**src/rtl/rv64_pkg.sv**
```systemverilog
`default_nettype none
// ============================================================================
// Module      : rv64_pkg
// Description : Shared integer register-file constants for the writeback path.
// Revision    : 1.0 - initial release
// ============================================================================
package rv64_pkg;

    // Number of architectural integer registers (x0..x31)
    localparam int NUM_GPR = 32;

    // Hard-wired zero register; writes to it are accepted but discarded
    localparam logic [4:0] REG_ZERO = 5'd0;

endpackage : rv64_pkg
`default_nettype wire

```
**src/rtl/rr_arbiter.sv**
```systemverilog
`default_nettype none
// ============================================================================
// Module      : rr_arbiter
// Description : Combinational round-robin arbiter. The search starts at the
//               pointer position and wraps modulo N; the first asserted
//               request wins and is reported as a one-hot grant plus index.
// Revision    : 1.0 - initial release
// ============================================================================
module rr_arbiter #(
    parameter int N  = 3,
    parameter int IW = (N > 1) ? $clog2(N) : 1
) (
    input  logic [N-1:0]  req_i,
    input  logic [IW-1:0] ptr_i,
    output logic [N-1:0]  grant_o,
    output logic [IW-1:0] idx_o,
    output logic          valid_o
);

    logic [IW-1:0] cand_w;

    // Scan requesters starting at the pointer; the first valid one wins
    always_comb begin
        grant_o = '0;
        idx_o   = '0;
        valid_o = 1'b0;
        cand_w  = '0;
        for (int k = 0; k < N; k++) begin
            cand_w = IW'((int'(ptr_i) + k) % N);
            if (!valid_o && req_i[cand_w]) begin
                grant_o[cand_w] = 1'b1;
                idx_o           = cand_w;
                valid_o         = 1'b1;
            end
        end
    end

endmodule : rr_arbiter
`default_nettype wire

```
**src/rtl/regfile_wb_arbiter.sv**
```systemverilog
`default_nettype none
// ============================================================================
// Module      : regfile_wb_arbiter
// Description : Round-robin arbitration of NUM_REQ writeback sources onto the
//               single register-file write port, with a registered output
//               stage and a pending-write scoreboard for RAW hazard detection.
// Revision    : 1.0 - initial release
// ============================================================================
module regfile_wb_arbiter
    import rv64_pkg::*;
#(
    parameter int DATA_WIDTH = 64,
    parameter int ADDR_WIDTH = 5,
    parameter int NUM_REQ    = 3
) (
    input  logic                          in_Clk,
    input  logic                          in_Rst,
    input  logic                          in_hold,
    input  logic [NUM_REQ-1:0]            in_req_valid,
    input  logic [NUM_REQ*ADDR_WIDTH-1:0] in_req_addr,
    input  logic [NUM_REQ*DATA_WIDTH-1:0] in_req_data,
    output logic [NUM_REQ-1:0]            out_req_ready,
    output logic                          out_rf_write_En,
    output logic [ADDR_WIDTH-1:0]         out_rf_writeAddr,
    output logic [DATA_WIDTH-1:0]         out_rf_data,
    output logic [$clog2(NUM_REQ)-1:0]    out_grant_id,
    input  logic                          in_issue_valid,
    input  logic [ADDR_WIDTH-1:0]         in_issue_addr,
    input  logic [ADDR_WIDTH-1:0]         in_chk_addr_A,
    input  logic [ADDR_WIDTH-1:0]         in_chk_addr_B,
    output logic                          out_hazard_A,
    output logic                          out_hazard_B,
    output logic [NUM_GPR-1:0]            out_busy
);

    localparam int IDW = $clog2(NUM_REQ);
    localparam logic [ADDR_WIDTH-1:0] ZERO_ADDR = ADDR_WIDTH'(REG_ZERO);

    // Arbitration signals
    logic [NUM_REQ-1:0]    req_masked;
    logic [NUM_REQ-1:0]    arb_grant;
    logic [IDW-1:0]        arb_idx;
    logic                  arb_valid;
    logic [ADDR_WIDTH-1:0] sel_addr;
    logic [DATA_WIDTH-1:0] sel_data;

    // State
    logic [IDW-1:0]        ptr_q, ptr_d;
    logic                  we_q;
    logic [ADDR_WIDTH-1:0] waddr_q;
    logic [DATA_WIDTH-1:0] wdata_q;
    logic [IDW-1:0]        gid_q;
    logic [NUM_GPR-1:0]    busy_q, busy_d;

    // Hold suppresses every request so no grant (and no pointer move) happens
    assign req_masked = in_hold ? '0 : in_req_valid;

    rr_arbiter #(
        .N  (NUM_REQ),
        .IW (IDW)
    ) u_rr_arbiter (
        .req_i   (req_masked),
        .ptr_i   (ptr_q),
        .grant_o (arb_grant),
        .idx_o   (arb_idx),
        .valid_o (arb_valid)
    );

    assign out_req_ready = arb_grant;

    // Route the winning requester's address and data slice
    always_comb begin
        sel_addr = '0;
        sel_data = '0;
        for (int i = 0; i < NUM_REQ; i++) begin
            if (arb_grant[i]) begin
                sel_addr = in_req_addr[i*ADDR_WIDTH +: ADDR_WIDTH];
                sel_data = in_req_data[i*DATA_WIDTH +: DATA_WIDTH];
            end
        end
    end

    // Pointer advances to the slot after the winner; unchanged without a grant
    always_comb begin
        ptr_d = ptr_q;
        if (arb_valid) begin
            ptr_d = (arb_idx == IDW'(NUM_REQ - 1)) ? '0 : arb_idx + IDW'(1);
        end
    end

    // Scoreboard update: clear on strobe, then set on issue so a new writer wins
    always_comb begin
        busy_d = busy_q;
        if (we_q) begin
            busy_d[waddr_q] = 1'b0;
        end
        if (in_issue_valid && (in_issue_addr != ZERO_ADDR)) begin
            busy_d[in_issue_addr] = 1'b1;
        end
        busy_d[0] = 1'b0;
    end

    // Round-robin pointer register
    always_ff @(posedge in_Clk or posedge in_Rst) begin
        if (in_Rst) begin
            ptr_q <= '0;
        end else begin
            ptr_q <= ptr_d;
        end
    end

    // Output stage: strobe only non-x0 grants; address/data/id hold when idle
    always_ff @(posedge in_Clk or posedge in_Rst) begin
        if (in_Rst) begin
            we_q    <= 1'b0;
            waddr_q <= '0;
            wdata_q <= '0;
            gid_q   <= '0;
        end else begin
            we_q <= arb_valid && (sel_addr != ZERO_ADDR);
            if (arb_valid) begin
                waddr_q <= sel_addr;
                wdata_q <= sel_data;
                gid_q   <= arb_idx;
            end
        end
    end

    // Pending-write scoreboard register
    always_ff @(posedge in_Clk or posedge in_Rst) begin
        if (in_Rst) begin
            busy_q <= '0;
        end else begin
            busy_q <= busy_d;
        end
    end

    assign out_rf_write_En  = we_q;
    assign out_rf_writeAddr = waddr_q;
    assign out_rf_data      = wdata_q;
    assign out_grant_id     = gid_q;
    assign out_busy         = busy_q;

    // Hazard lookup; busy[0] is never set so x0 never reports a hazard
    assign out_hazard_A = busy_q[in_chk_addr_A];
    assign out_hazard_B = busy_q[in_chk_addr_B];

endmodule : regfile_wb_arbiter
`default_nettype wire

```
**config.mk**
```make
export PLATFORM = sky130hd
export DESIGN_NAME = regfile_wb_arbiter
export DESIGN_NICKNAME = d
export VERILOG_FILES = /design/src/rtl/rv64_pkg.sv /design/src/rtl/rr_arbiter.sv /design/src/rtl/regfile_wb_arbiter.sv
export SDC_FILE = /design/constraint.sdc
export NUM_CORES = 1
export LEC_CHECK = 0
export ABC_AREA = 1
export CAP_MARGIN = 20
export CORE_AREA = 2 2 131 133
export CTS_CLUSTER_DIAMETER = 40
export CTS_CLUSTER_SIZE = 25
export DETAILED_ROUTE_END_ITERATION = 8
export DIE_AREA = 0 0 133 135
export PLACE_DENSITY = 0.78
export SETUP_SLACK_MARGIN = 0.4
export SLEW_MARGIN = 10
export SYNTH_ARGS = -nofsm -noshare
export SYNTH_HDL_FRONTEND = slang
export SYNTH_HIERARCHICAL = 1
export SYNTH_SLANG_ARGS = --single-unit
```
**constraint.sdc**
```tcl
create_clock -name in_Clk -period 5.87 [get_ports in_Clk]
set_input_delay 0.587 -clock in_Clk [delete_from_list [all_inputs] [get_ports in_Clk]]
set_output_delay 0.587 -clock in_Clk [all_outputs]
set_load 0.03 [all_outputs]
```
==> impl_metrics.tcl <==
set metrics [dict create \
    crit_type "reg2out" \
    syn_inst 904 \
    synth_simple_gate_area_share_pct 27.34 \
    synth_edf_count 0 \
    synth_xor_area_share_pct 0 \
    timing.final.crit_share_pct 60.80 \
    yosys-top-cells-area "dfrtp_1 (42%), nand2_1 (19%), a21oi_1 (11%)" \
    path_clk_slew_ps 70 \
    critical_path_arrival_ps 2980 \
    rsz0062_at_grt "false" \
    io_pins 338 \
    synth-compound-area-share_pct 22.31 \
    worst_r2r_path_depth 15 \
    numCtsBuffers 9 \
    cts_sinks 105 \
    holdPathEnd "out_rf_data[56]" \
    worstMarginPinSlew_ps 1079 \
    synthMuxAreaShare_pct 0 \
    instances_no_fill 1427 \
    synth_top_cell_by_area "dfrtp_1" \
    fin_skew_ps 8.164 \
    postSynthAreaPerCell_um2 6.916 \
    grt_use_total_pct 26.61 \
    start_kind "flop" \
    drt_first_iter_violations 565 \
    ys_types 26 \
    grt_start_max_net_pins 70 \
    utilization_pct 60.76 \
    reg2reg_slack_ps 2410 \
    num_rows 47 \
    hold_class "reg2reg" \
    netlist_area_um2 6252 \
    finalSetupTns_ps 0 \
    crit_required_ps 5280 \
    cts_resized 0 \
    dp_cells 1411 \
    cts.path.max_buffers 2 \
    irDropWorstVdd_v 0.0003052 \
    cts_tree "yes" \
    clock.fmax_ghz 0.2802 \
    die_w_um 133 \
    overflow 0 \
    dieArea_um2 17960 \
    hpwl_mm 18.69 \
    antenna_found_initial 1 \
    fin_crit_ps 3569 \
    synth_top_family_by_area "simple AND/OR/NAND/NOR gates" \
    powerDensity_nw_per_um2 570.1 \
    setup_viol 0 \
    drc 0 \
    wl_per_cell_um 17.32 \
    synth_flop_cell "dfrtp_1" \
    drive_above_1_share_pct 3.148 \
    clk_latency_ps 350 \
    syn_nets 1137 \
    yosysTopAreaCellShare_pct 42.03 \
    synth-seq-area-share_pct 42.03 \
    yosysWarnings 6 \
    drt-total-wl_mm 24.72 \
    antenna_cells 0 \
    fin_nets 1435 \
    die_h_um 135 \
    start_util_pct 38.11 \
    worstHoldStart "out_rf_data[56]" \
    core_um2 16410 \
    synth_seq_cells 105 \
    maxSlewHeadroom_pct 28.07 \
    clockRootBuffer "clkbuf_16" \
    routed_via_density 5.174 \
    drt_first_pass_iters 5 \
    synth_fa_ha_area_share_pct 0.8005 \
    status "complete, no violations" \
    cap_viol_max_count 0 \
    fin_area_um2 9968 \
    postCtsSetupRepairBufs 0 \
    grt_pass1_vias 7024 \
    ys_async_sr_fraction_pct 100.0 \
    ant_nets 0 \
    gp_congestion 0.9218 \
    grt_pass1_wl_mm 37.33 \
    placed_cell_area_um2 9656 \
    num_vias 7384 \
    synth_common_cells "nand2_1 (316), a21oi_1 (133), o21ai_0 (127), dfrtp_1 (105), nand3_1 (87)" \
    htree_levels 3 \
    portBuffers 336 \
    p_leak_nw 4.349 \
    r2r_end "out_rf_write_En" \
    r2r_start "ptr_q[0]" \
    cp_max_fo 21 \
    slew_viol_final 0 \
    min_path_cells 2 \
    syn_to_final_growth_pct 59.44 \
    cp-end-kind "output pin" \
    holdBufCountCts 0 \
    synthMostInstantiatedCell "nand2_1" \
    final-hold-violation-count 0 \
]
-- where the power goes --
part	leakage [nW]	internal, mW	switching (mW)	total (mW)
sequential	1.27	1.05	0.241	1.29
clock	0.146	0.374	0.271	0.645
combinational	2.93	1.34	2.41	3.75
total	4.35	2.76	2.92	5.68
-- final cells by class --
cell class	instances	area [um2]
Clock buffer	11	232.7
Clock inverter	5	80.08
Fill cell	1444	6439
Inverter	49	188.9
Multi-Input combinational cell	696	3163
Sequential cell	105	2628
Tap cell	220	275.3
Timing Repair Buffer	341	3401
-- routing by layer --
metal  global-route usage (%)  vias up  wire length, um
met5                        0        -                0
met4                    12.31        0              992
met3                    6.569       60             2144
li1                         -     3596                -
met1                    31.17     3353             9415
met2                    46.14      375            12170
-- state kept, by name (all words and copies together) (netlist names) --
register	flops
out_rf_data	64
out_busy	31
out_rf_writeAddr	5
out_grant_id	2
ptr_q	2
out_rf_write_En	1
-- layout by cell type (no fill, tap or decap), types with 5 or more instances in the layout --
master	Yosys	routed
clkdlybuf4s50_1	0	336
nand2_1	316	314
a21oi_1	133	133
o21ai_0	127	127
dfrtp_1	105	105
nand3_1	87	87
inv_1	38	37
o21ai_1	11	11
inv_2	10	9
nor2_1	9	9
clkbuf_16	0	9
buf_4	9	5
-- worst max-delay path by stage --
stage | slack, ps | cells past startpoint | startpoint | to
floorplan | 2520 | 1 | in_Rst | out_busy[10]
global placement | 2250 | 15 | in_req_valid[2] | out_rf_write_En
detailed placement | 2130 | 15 | in_req_valid[2] | out_rf_write_En
CTS | 2310 | 11 | ptr_q[0] | out_req_ready[2]
global route | 2100 | 11 | ptr_q[0] | out_req_ready[2]
finish | 2300 | 11 | ptr_q[0] | out_req_ready[2]
-- through the flow --
stage / worst slack, ps / hold WS, ps / power (mW)
final: 2301 / 478.9 / 5.683
after global routing: 2098 / 496.6 / 6.133
after CTS: 2306 / 483.1 / 5.694
after detailed placement: 2129 / 464.3 / 5.036
after global placement: 2247 / 462.0 / 4.973
after floorplan: 2522 / 499.5 / 3.763
-- critical path, cell delays in order (launching register included) --
cell and delay, ps:
dfrtp_1 400, inv_1 80, ha_1 430, inv_2 120, nand2_1 70, nand3_1 80, nand2_1 70, nand2_1 80
inv_2 70, nand3_1 100, nand2_2 380, clkdlybuf4s50_1 760
-- kinds of logic after synthesis --
logic type | after synthesis
compound gates | 274
fa+ha+maj | 4
buf+inv | 103
flops | 105
other cells | 1
simple gates | 417
Note: power is estimated with default switching activity, not from simulation.
